--- config.mk ---
export PLATFORM = sky130hd
export DESIGN_NAME = ascon_perm_ctrl
export DESIGN_NICKNAME = d
export VERILOG_FILES = /design/src/rtl/ascon_pkg.sv /design/src/rtl/rr_arb2.sv /design/src/rtl/ascon_perm_ctrl.sv
export SDC_FILE = /design/constraint.sdc
export NUM_CORES = 1
export LEC_CHECK = 0
export BUFFER_PORTS_ARGS = -buffer_cell sky130_fd_sc_hd__buf_4
export CORE_UTILIZATION = 42
export CTS_CLUSTER_SIZE = 24
export DETAILED_ROUTE_END_ITERATION = 10
export GPL_TIMING_DRIVEN = 1
export HOLD_SLACK_MARGIN = 0.15
export PLACE_DENSITY = 0.83
export SYNTH_ARGS = -nofsm -noshare
export SYNTH_HDL_FRONTEND = slang
export SYNTH_SLANG_ARGS = --single-unit
--- constraint.sdc ---
create_clock -name clk -period 1.37 [get_ports clk]
set_input_delay 0.274 -clock clk [delete_from_list [all_inputs] [get_ports clk]]
set_output_delay 0.274 -clock clk [all_outputs]
set_load 0.1 [all_outputs]
--- src/rtl/ascon_pkg.sv ---
// Shared Ascon definitions: round counts, permutation FSM states, round constants
// and the datapath widths used on the core's data ports.
package ascon_pkg;
  localparam int ROUNDS_A_DEF = 12;
  localparam int ROUNDS_B_DEF = 6;

  localparam int STATE_W = 320;
  localparam int LANE_W  = 64;
  localparam int RATE_W  = 64;
  localparam int KEY_W   = 128;

  typedef enum logic [1:0] {
    IDLE  = 2'd0,
    LOAD  = 2'd1,
    ROUND = 2'd2,
    DONE  = 2'd3
  } state_e;

  // Ascon round constant: upper nibble counts down from 15 while the lower counts up.
  function automatic logic [7:0] rc(input logic [3:0] idx);
    return {4'(4'd15 - idx), idx};
  endfunction
endpackage

--- src/rtl/rr_arb2.sv ---
// Two-input round-robin arbiter: on a tie the requester that did not win last time gets it.
module rr_arb2 (
  input  logic [1:0] req,
  input  logic       accept,
  input  logic       last_grant,
  output logic [1:0] grant,
  output logic       grant_idx
);
  always_comb begin
    grant_idx = (req == 2'b11) ? ~last_grant : req[1];
    grant     = accept ? (2'b01 << grant_idx) : 2'b00;
  end
endmodule

--- src/rtl/ascon_perm_ctrl.sv ---
// Sequencer/arbiter for the shared Ascon permutation: grants one of two requesters,
// then steps p^a or p^b rounds and returns a done pulse to the owner.
module ascon_perm_ctrl
  import ascon_pkg::*;
#(
  parameter int ROUNDS_A = ROUNDS_A_DEF,
  parameter int ROUNDS_B = ROUNDS_B_DEF
) (
  input  logic       clk,
  input  logic       rst,
  input  logic [1:0] req_valid,
  input  logic [1:0] req_rounds_b,
  output logic [1:0] req_ready,
  output logic       perm_load,
  output logic       perm_sel,
  output logic       perm_round_en,
  output logic [7:0] perm_rc,
  output logic [1:0] done,
  output logic       busy
);
  // p^b runs the tail of the p^a schedule, so it simply starts further along.
  localparam logic [3:0] IDX_LAST    = 4'(ROUNDS_A - 1);
  localparam logic [3:0] IDX_START_B = 4'(ROUNDS_A - ROUNDS_B);

  state_e     state_q, state_d;
  logic [3:0] idx_q;
  logic       sel_q;
  logic       last_grant_q;
  logic       accept;
  logic       win;

  // Gated by rst so req_ready stays low while reset is held.
  assign accept = (state_q == IDLE) && (|req_valid) && !rst;

  rr_arb2 u_arb (
    .req        (req_valid),
    .accept     (accept),
    .last_grant (last_grant_q),
    .grant      (req_ready),
    .grant_idx  (win)
  );

  always_ff @(posedge clk or posedge rst) begin
    if (rst) state_q <= IDLE;
    else     state_q <= state_d;
  end

  always_ff @(posedge clk or posedge rst) begin
    if (rst) begin
      idx_q        <= 4'd0;
      sel_q        <= 1'b0;
      last_grant_q <= 1'b1;
    end else if (accept) begin
      idx_q        <= req_rounds_b[win] ? IDX_START_B : 4'd0;
      sel_q        <= win;
      last_grant_q <= win;
    end else if (state_q == ROUND && idx_q != IDX_LAST) begin
      idx_q <= idx_q + 4'd1;
    end
  end

  always_comb begin
    state_d = state_q;
    unique case (state_q)
      IDLE:    if (accept) state_d = LOAD;
      LOAD:    state_d = ROUND;
      ROUND:   if (idx_q == IDX_LAST) state_d = DONE;
      DONE:    state_d = IDLE;
      default: state_d = IDLE;
    endcase
  end

  always_comb begin
    perm_load     = (state_q == LOAD);
    perm_round_en = (state_q == ROUND);
    perm_rc       = perm_round_en ? rc(idx_q) : 8'h00;
    done          = (state_q == DONE) ? (2'b01 << sel_q) : 2'b00;
    busy          = (state_q != IDLE);
    perm_sel      = sel_q;
  end
endmodule

==> metrics.cfg, run 1 <==
[outcome]
status = did not finish
failing_step = 5_1_grt
error_line = [ERROR DPL-0038] Utilization greater than 100%, impossible to legalize

[floorplanning]
io_pins = 22
die_w_um = 40.3
die_h_um = 40.3
std_cell_rows = 13
start_util = 0.462

[yosys]
synth.top_cell.area_share = 0.285
synthCells = 69
synth_area_leaders = dfrtp_1 (28%), ha_1 (12%), and2_1 (6.1%)
synth_top_cell_by_area = dfrtp_1
ys.warnings.count = 0
syn-num-nets = 81
syn-cell-area_um2 = 616
synth_area_per_cell_um2 = 8.92
yosysSeqAreaShare = 0.327
synth_cell_types = 29
synth.ff_latch_count = 8

[clock_tree]
cts_buffers = 3
clk_path_buf_depth = 2
cts_max_level = 1
root_buffer = clkbuf_4
cts_sinks = 8

[placed_design]
dpl.hpwl_mm = 1.21
gp_congestion = 0.854
portBuffers = 21
pre_cts_ws_ns = -0.176
dp_cells = 118
placed_cell_area_um2 = 973

[global_routing]
grt_max_degree = 11

[timing]
endpoint_type = primary output
grt-worst-endpoint = req_ready[1]

cells in the mapped netlist, drive strengths merged:
| master | count |
|---|---|
| nor3 | 1 |
| a22oi | 1 |
| clkbuf | 1 |
| nand2 | 7 |
| a211oi | 2 |
| mux2 | 1 |
| and2 | 6 |
| nor2 | 9 |
| o31a | 1 |
| o22ai | 1 |
| o31ai | 1 |
| nand3b | 1 |
| o21ai | 4 |
| ha | 6 |
| a21oi | 3 |
| inv | 4 |
| nand3 | 1 |
| dfstp | 1 |
| a21o | 1 |
| dfrtp | 7 |
| xor2 | 2 |
| nor2b | 6 |
| and2b | 1 |
| o211ai | 1 |
per-stage QoR:
step / setup TNS, ns / hold slack [ns]
after floorplan: -6.24 / 0.0890
after global placement: -0.713 / 0.290
after detailed placement: -1.18 / 0.294
after CTS: -4.60 / 0.341
cell families after synthesis:
kind of cell / Yosys count / share of synthesized area
xor+xnor: 2 / 0.0285
fa+ha+maj: 6 / 0.122
flops: 8 / 0.327
mux: 1 / 0.0244
compound gates: 15 / 0.171
simple gates: 32 / 0.297
buf+inv: 5 / 0.0305
repair_timing:
item / CTS
setup endpoints to repair: 19
resized for setup: 62
pin swaps: 6
hold endpoints to repair: 7
hold buffers: 1
buffers inserted: 4
==> run 2: changes to the inputs <==
- CORE_AREA: default -> 2 2 63 65
- CORE_UTILIZATION: 42 -> default
- CTS_CLUSTER_SIZE: 24 -> default
- DIE_AREA: default -> 0 0 65 67
- HOLD_SLACK_MARGIN: 0.15 -> default
- PLACE_DENSITY: 0.83 -> default
- PLACE_DENSITY_LB_ADDON: default -> 0.15
- clock period: 1.37 -> 1.8 ns (I/O delays scaled with it)
==> run 2 against run 1 <==
Net effect:
- synthesized cell count is the same
- the run now ends clean
- area after synthesis unchanged
==> metrics.cfg, run 2 <==
[timing]
timing.fmax_mhz = 558
finalCritPeriodShare = 0.996
final.min_clock_period_ns = 1.79
relSlewSlack = 0.759
hold_viol = 0
tns_ns = 0
finClkSkew_ns = 0.00280
tightest_slew_ns = 0.361
drv_slew = 0
setup_slack_ns = 0.00659
setup_viol = 0
grt_setup_unrepaired = yes

[drt]
drc = 0
wirelength_mm = 1.62
drt_iter0_drc = 10
vias = 581
routed-wl-met2_um = 688
vias_per_cell = 3.93
wire_per_inst_um = 10.9
met3WireLength_um = 84
highest_layer = met4
antenna_left = 0
drt-pass1-iter-count = 2
drt-met1-wl_um = 834

[yosys]
ys.flop_type = dfrtp_1
ys.warnings.count = 0
synth_commonest_cells = nor2_1 (8), dfrtp_1 (7), and2_1 (6), ha_1 (6), nand2_1 (5)
synth_area_per_cell_um2 = 8.92
synth_top_cell_by_area = dfrtp_1
synthMostInstantiatedCell = nor2_1
synth.top_cell.area_share = 0.285
synth_cell_types = 29
yosysSeqAreaShare = 0.327
async_flop_share = 1.00
synth-edff-count = 0
syn-num-nets = 81
syn-cell-area_um2 = 616
synth.ff_latch_count = 8
synth_area_leaders = dfrtp_1 (28%), ha_1 (12%), and2_1 (6.1%)
synthCells = 69

[global_routing]
gr-total-overflow = 0
grt_pass1_wl_mm = 2.77
grt_antenna_before_repair = 0
gr-usage-all-layers = 0.0846
grt_max_degree = 14
first_global_vias = 590

[clock_tree]
clk_path_buf_depth = 2
cts_max_level = 1
cts_tree = done
root_buffer = clkbuf_8
cts_sinks = 8
ctsHoldBuffers = 0
insertion_delay_ns = 0.23
clkSlewWorstSetupHoldPaths_ns = 0.05
cts_buffers = 3

[final_layout]
multi_input_area_um2 = 489
final_cell_mix = buf_4 (17), buf_6 (8), nor2b_4 (6), nor2_1 (6), dfrtp_1 (6)
largestRegisters = idx_q (4), state_q (2)
regArea_um2 = 203
top_register = idx_q
final_layout_size_suffix_gt1_frac = 0.600
layout_commonest_cell = buf_4
antenna_cells_inserted = 0
area_growth_pct = 76.2
fillers = 366
nets = 113
largest_reg_flops = 4

[critical_path]
crit_arrival_ns = 1.43
worstPathMaxFanout = 3
r2r_cells = 8
cp_num_buf_inv = 2
slowest_stage = dfrtp_1
crit_chain = inv_2, ha_4, nor2b_4, nand2_2, nor2_4, buf_12
required_ns = 1.44
max_stage_delay_ns = 0.38
path_depth = 6
critPathKind = flip-flop to output pin
cp_top_family = flip-flops
crit_path_end_kind = output pin
crit_path_start_kind = flip-flop

[outcome]
status = finished clean

[placed_design]
dpl.hpwl_mm = 1.22
portBuffers = 21
gp_congestion = 0.668
pre_cts_ws_ns = 0.0929

[floorplanning]
start_util = 0.171
io_pins = 22
core_um2 = 3610
std_cell_rows = 22
die_w_um = 65
dieArea_um2 = 4360
die_h_um = 67

[hold_path]
hold_path.class = input port to asynchronous set/reset pin

[run]
drv_cap = 0

[run 2: cell counts after synthesis]
No cell type changed its count.
[run 2: path summary, 6_finish.rpt]
path | to | slack [ns] | from
max in group asynchronous | last_grant_q | 1.35 | rst
setup reg to reg | idx_q[2] | 0.31 | state_q[0]
min in group clk | last_grant_q | 0.44 | req_valid[1]
setup / recovery | req_ready[0] | 0.007 | state_q[0]
hold / removal | state_q[0] | 0.14 | rst
hold reg to reg | last_grant_q | 0.52 | last_grant_q
[run 2: timing repair]
item / in CTS / in global routing
setup buffers: 3 / 1
endpoints found under the setup margin: 8 / 10
resized for setup: 11 / 6
[run 2: kinds of logic after synthesis]
| kind of cell | after synthesis | share of synthesized area |
|---|---|---|
| fa+ha+maj | 6 | 0.122 |
| compound gates | 15 | 0.171 |
| buf+inv | 5 | 0.0305 |
| mux | 1 | 0.0244 |
| simple gates | 32 | 0.297 |
| flops | 8 | 0.327 |
| xor+xnor | 2 | 0.0285 |
[run 2: worst register-to-register path: stages, from the launching register on]
cell and delay [ns]:
dfrtp_1 0.36, inv_2 0.07, ha_4 0.17, nor2b_4 0.13
buf_4 0.12, buf_4 0.13, o31a_1 0.22, o21ai_0 0.07
a21oi_1 0.09
[run 2: final cells by class]
| class | count | area share |
|---|---|---|
| multi-input combinational | 56 | 0.451 |
| timing repair buffer | 28 | 0.251 |
| sequential | 8 | 0.187 |
| tap | 48 | 0.0554 |
| clock buffer | 4 | 0.0415 |
| inverter | 4 | 0.0138 |
[run 2: stage by stage]
step           cells  cell area (um^2)   util  hold slack (ns)
3_3_place_gp     140               937  0.260            0.394
4_1_cts          147              1050  0.293            0.144
5_1_grt          148              1080  0.301            0.148
2_1_floorplan     69               711      -            0.175
3_5_place_dp     140               937  0.260            0.401
6_report         148              1080  0.301            0.139
[run 2: layer usage]
metal / global-route usage / vias up
met5: 0 / -
met4: 0.0399 / 0
met3: 0.0220 / 2
met2: 0.125 / 22
met1: 0.114 / 263
li1: - / 294
Power of run 2 is not shown: default switching activity piles up to over one toggle a cycle in this logic, so the estimate is an artifact.
==> run 3: changes to the inputs <==
- ABC_AREA: default -> 1
==> run 3 against run 2 <==
Net effect:
- the run now ends with negative setup slack left
- wire length rose by 1.8%
- largest cell class unchanged
- clock-buffer cell count did not move
- area after synthesis fell by 0.20%
==> metrics.cfg, run 3 <==
[yosys]
synth-edff-count = 0
synth_top_family_by_area = simple AND/OR/NAND/NOR gates
synth_cell_types = 15
yosysSeqAreaShare = 0.328
synth.top_cell.area_share = 0.285
syn-cell-area_um2 = 614
synth_commonest_cells = nand2_1 (33), nor2_1 (11), inv_1 (9)
yosys.area_share.simple = 0.395
synth_top_cell_by_area = dfrtp_1
synthCells = 89
synth_area_leaders = dfrtp_1 (29%), nand2_1 (20%), ha_1 (12%)
synthMostInstantiatedCell = nand2_1
ys.warnings.count = 0
syn-num-nets = 101
synth_compound_area_frac = 0.0367
async_flop_share = 1.00
synth_area_per_cell_um2 = 6.90
synth.ff_latch_count = 8
synthAdderAreaFrac = 0.122
synth_xor_area_frac = 0.0143
synthMuxAreaShare = 0
ys.flop_type = dfrtp_1

[placed_design]
gp_congestion = 0.685
dpl.hpwl_mm = 1.35
portBuffers = 21
pre_cts_ws_ns = 0.0722
dp_cells = 161
placed_cell_area_um2 = 938

[floorplanning]
std_cell_rows = 22
core_um2 = 3610
dieArea_um2 = 4360
start_util = 0.170
io_pins = 22
die_h_um = 67
die_w_um = 65

[final_layout]
area_growth_pct = 84.5
fillers = 377
final_cell_mix = nand2_1 (32), buf_4 (18), inv_2 (9)
final_layout_size_suffix_gt1_frac = 0.553
antenna_cells_inserted = 0
layout_commonest_cell = nand2_1
largestRegisters = idx_q (4), state_q (2)
nets = 136
design_area_um2 = 1130
stdcell_count = 171
largest_reg_flops = 4
top_register = idx_q

[clock_tree]
cts_buffers = 3
root_buffer = clkbuf_8
cts_max_level = 1
cts_tree = done
clk_path_buf_depth = 2
cts_sinks = 8
insertion_delay_ns = 0.23
clkSlewWorstSetupHoldPaths_ns = 0.05

[timing]
setup_slack_ns = -0.0384
tightest_slew_ns = 0.306
hold_viol = 0
grt_setup_unrepaired = yes
final.min_clock_period_ns = 1.84
finClkSkew_ns = 0.00387
timing.fmax_mhz = 544
drv_slew = 0
relSlewSlack = 0.796
finalCritPeriodShare = 1.02
setup_viol = 4

[drt]
drt-pass1-iter-count = 4
wirelength_mm = 1.65
drc = 0
vias = 642
antenna_left = 0
drt_iter0_drc = 13
wire_per_inst_um = 9.63
vias_per_cell = 3.75

[critical_path]
slowest_stage = dfrtp_1
crit_arrival_ns = 1.48
required_ns = 1.44
critPathKind = flip-flop to output pin
max_stage_delay_ns = 0.42
worstPathMaxFanout = 7
crit_chain = buf_6, ha_4, clkinvlp_4, nor2_4, buf_12
cp_num_buf_inv = 3
cp_top_family = buffers and inverters
crit_path_end_kind = output pin
crit_path_start_kind = flip-flop

[global_routing]
gr-total-overflow = 0
grt_max_degree = 8
gr-usage-all-layers = 0.0921
first_global_vias = 672
grt_pass1_wl_mm = 3.04
grt_antenna_before_repair = 0

[run]
drv_cap = 0

[hold_path]
hold_path.class = input port to asynchronous set/reset pin

[outcome]
violations = negative setup slack
status = finished, violations left

==> run 3: changes by cell type after synthesis, moves of 3 or more <==
cell / previous run / this run
o21ai_0: 3 / 0
nand2_1: 5 / 33
and2_1: 6 / 0
inv_2: 0 / 8
nor2_1: 8 / 11
inv_1: 4 / 9
nor2b_1: 4 / 0
==> run 3: logic make-up after synthesis <==
group	after synthesis
compound gates	3
xor+xnor	1
fa+ha+maj	6
buf+inv	17
flops	8
simple gates	54
==> run 3: worst paths after layout <==
kind                         startpoint           end  slack (ns)  cells after the start
setup / recovery             state_q[1]    perm_rc[5]       -0.04                      5
hold / removal                      rst      idx_q[0]        0.14                      3
setup reg to reg             state_q[1]      idx_q[2]        0.28                     10
hold reg to reg            last_grant_q  last_grant_q        0.46                      2
max in group asynchronous           rst      idx_q[2]        1.10                      3
min in group clk           last_grant_q  last_grant_q        0.46                      2
==> run 3: stage by stage <==
step                      hold slack, ns   util  setup TNS [ns]
after global placement             0.247  0.260               0
after floorplan                    0.145      -           -1.01
after CTS                          0.139  0.305          -0.128
after detailed placement           0.247  0.260               0
final                              0.141  0.314          -0.141
after global routing               0.162  0.314          -0.478
==> run 3: layout make-up <==
class / instances / area (um^2) / share of cell area
sequential: 8 / 203 / 0.179
clock buffer: 4 / 45.0 / 0.0397
inverter: 17 / 81.3 / 0.0717
multi-input combinational: 64 / 423 / 0.373
timing repair buffer: 30 / 322 / 0.284
tap: 48 / 60.1 / 0.0530
==> run 3: routing by layer <==
layer	global-route usage	part of all wire	vias to the layer above
met2	0.161	0.51	15
met5	0	0	-
met4	0.0399	0.0073	0
met3	0.0203	0.048	2
li1	-	-	330
met1	0.108	0.44	295
==> run 3: timing repair <==
action	CTS	global route
endpoints found under the setup margin	10	10
endpoints found under the hold margin	2	0
buffers inserted	3	2
hold buffers	1	0
resized for setup	22	6
pin swaps	4	2
==> run 3: worst reg2reg max path, delay by kind of cell (launching register included) <==
kind | cells | cell delay (ns)
simple gates | 4 | 0.29
fa+ha+maj | 1 | 0.18
flops | 1 | 0.42
buf+inv | 5 | 0.50
Power of run 3 is left out for the same reason.
==> run 4: changes to the inputs <==
- BUFFER_PORTS_ARGS: -buffer_cell sky130_fd_sc_hd__buf_4 -> -buffer_cell sky130_fd_sc_hd__clkbuf_2
- SYNTH_HIERARCHICAL: default -> 1
==> run 4 against run 3 <==
Net effect:
- the flow still finishes with violations (negative setup slack)
- critical path depth grew 2
- worst setup slack improved by 0.017 ns
- register-to-register slack improved by 0.20 ns
- wire length rose by 6.3%
- sequential share of layout area shrank 2.3 points
- cell count is 5.8% higher
- synthesized cell count grew 7.9%
- flip-flop and latch count unchanged
==> metrics.cfg, run 4 <==
[outcome]
status = finished, violations left
violations = negative setup slack

[yosys]
async_flop_share = 1.00
synthMostInstantiatedCell = nand2_1
ys.warnings.count = 6
synth.top_cell.area_share = 0.266
synthCells = 96
synth_area_per_cell_um2 = 6.86
syn-num-nets = 108
synth_cell_types = 19
syn-cell-area_um2 = 658
ys.flop_type = dfrtp_1
synth_top_cell_by_area = dfrtp_1
synth_commonest_cells = nand2_1 (28), inv_1 (18), nor2_1 (11)
yosysSeqAreaShare = 0.306
synth_area_leaders = dfrtp_1 (27%), nand2_1 (16%), ha_1 (11%)
synth.ff_latch_count = 8
synth-edff-count = 0

[final_layout]
top_register = idx_q
largest_reg_flops = 4
regArea_um2 = 203
area_growth_pct = 98.3
multi_input_area_um2 = 475
nets = 146
largestRegisters = idx_q (4), state_q (2)
final_layout_size_suffix_gt1_frac = 0.556
fillers = 363
layout_commonest_cell = nand2_1
antenna_cells_inserted = 0
post-route-util = 0.362
final_cell_mix = nand2_1 (24), buf_12 (15), buf_4 (11)

[clock_tree]
cts_sinks = 8
clk_path_buf_depth = 2
cts_tree = done
cts_max_level = 1
insertion_delay_ns = 0.23
cts_buffers = 3
root_buffer = clkbuf_8
ctsHoldBuffers = 0
clkSlewWorstSetupHoldPaths_ns = 0.04

[floorplanning]
die_w_um = 65
die_h_um = 67
std_cell_rows = 22
io_pins = 22
start_util = 0.183
dieArea_um2 = 4360
core_um2 = 3610

[placed_design]
portBuffers = 21
gp_congestion = 0.750
pre_cts_ws_ns = 0.119
dpl.hpwl_mm = 1.35

[critical_path]
reg2reg_setup_slack_ns = 0.48
r2r_cells = 7
critPathKind = flip-flop to output pin
max_stage_delay_ns = 0.39
required_ns = 1.44
cp_num_buf_inv = 3
crit_chain = inv_2, ha_4, nand2_4, nor2_4, inv_2, a21oi_4, buf_12
cp_top_family = flip-flops
crit_arrival_ns = 1.46
crit_path_start_kind = flip-flop
r2r_start = state_q[1]
slowest_stage = dfrtp_1
crit_path_end_kind = output pin
r2r-end = idx_q[0]
worstPathMaxFanout = 3
cp_common_cell = inv_2

[global_routing]
gr-usage-all-layers = 0.0931
first_global_vias = 718
grt_pass1_wl_mm = 3.09
grt_max_degree = 10
gr-total-overflow = 0
grt_antenna_before_repair = 0

[timing]
tns_ns = -0.0791
hold_slack_ns = 0.216
setup_viol = 9
finClkSkew_ns = 0.000956
finalCritPeriodShare = 1.01
relSlewSlack = 0.642
grt_setup_unrepaired = yes
hold_viol = 0
final.min_clock_period_ns = 1.82
setup_slack_ns = -0.0210
timing.fmax_mhz = 549
drv_slew = 0
tightest_slew_ns = 0.540

[drt]
wire_per_inst_um = 9.67
vias = 710
drc = 0
wirelength_mm = 1.75
antenna_left = 0
drt-pass1-iter-count = 4
drt_iter0_drc = 14
vias_per_cell = 3.92

[run]
drv_cap = 0

[hold_path]
hold_path.class = input port to asynchronous set/reset pin

run 4: changes by cell type in the layout (fill, tap and decap cells not counted), moves of 4 or more:
cell and delta:
inv_2 -4, nand2_1 -8, nand2_4 +4, buf_4 -7
clkbuf_2 +6, buf_12 +9, buf_6 -4, inv_1 +7
run 4: cell families after synthesis:
family,count (synthesis),synth area share
AO/OA/AOI/OAI,3,0.0285
adder cells (fa/ha/maj),6,0.114
buffers and inverters,21,0.120
flip-flops,8,0.306
AND/OR/NAND/NOR,58,0.432
run 4: what timing repair did:
item | CTS | global route
pin swaps | 3 | 3
setup endpoints to repair | 6 | 10
resized for setup | 6 | 2
setup buffers | 7 | 4
run 4: how the worst max path moves through the flow:
stage / from / endpoint / slack [ns] / depth (start not counted)
floorplan: state_q[0] / perm_rc[4] / -0.25 / 4
global placement: state_q[1] / req_ready[0] / 0.15 / 7
detailed placement: state_q[1] / req_ready[0] / 0.12 / 7
CTS: state_q[1] / perm_rc[2] / -0.003 / 6
global route: state_q[1] / perm_rc[2] / -0.07 / 6
finish: state_q[0] / req_ready[0] / -0.02 / 7
run 4: area by class of cell:
type,instances,share of cell area
tap,48,0.0460
multi-input combinational,67,0.364
inverter,21,0.0748
sequential,8,0.155
clock buffer,4,0.0345
timing repair buffer,33,0.325
run 4: metrics by stage:
| stage | instance area [um^2] | cells |
|---|---|---|
| 6_report | 1310 | 181 |
| 5_1_grt | 1310 | 181 |
| 4_1_cts | 1270 | 177 |
| 3_5_place_dp | 1150 | 166 |
| 3_3_place_gp | 1150 | 166 |
| 2_1_floorplan | 752 | 96 |
run 4: tightest hold or removal path: stages:
cell,delay [ns]
clkbuf_2,0.11
inv_1,0.12
buf_4,0.20
run 4: routing by layer:
| layer | global-route usage | share of wire |
|---|---|---|
| met1 | 0.0932 | 0.39 |
| met3 | 0.0169 | 0.043 |
| met5 | 0 | 0 |
| met2 | 0.186 | 0.55 |
| met4 | 0.0399 | 0.018 |
Power of run 4 is left out for the same reason.
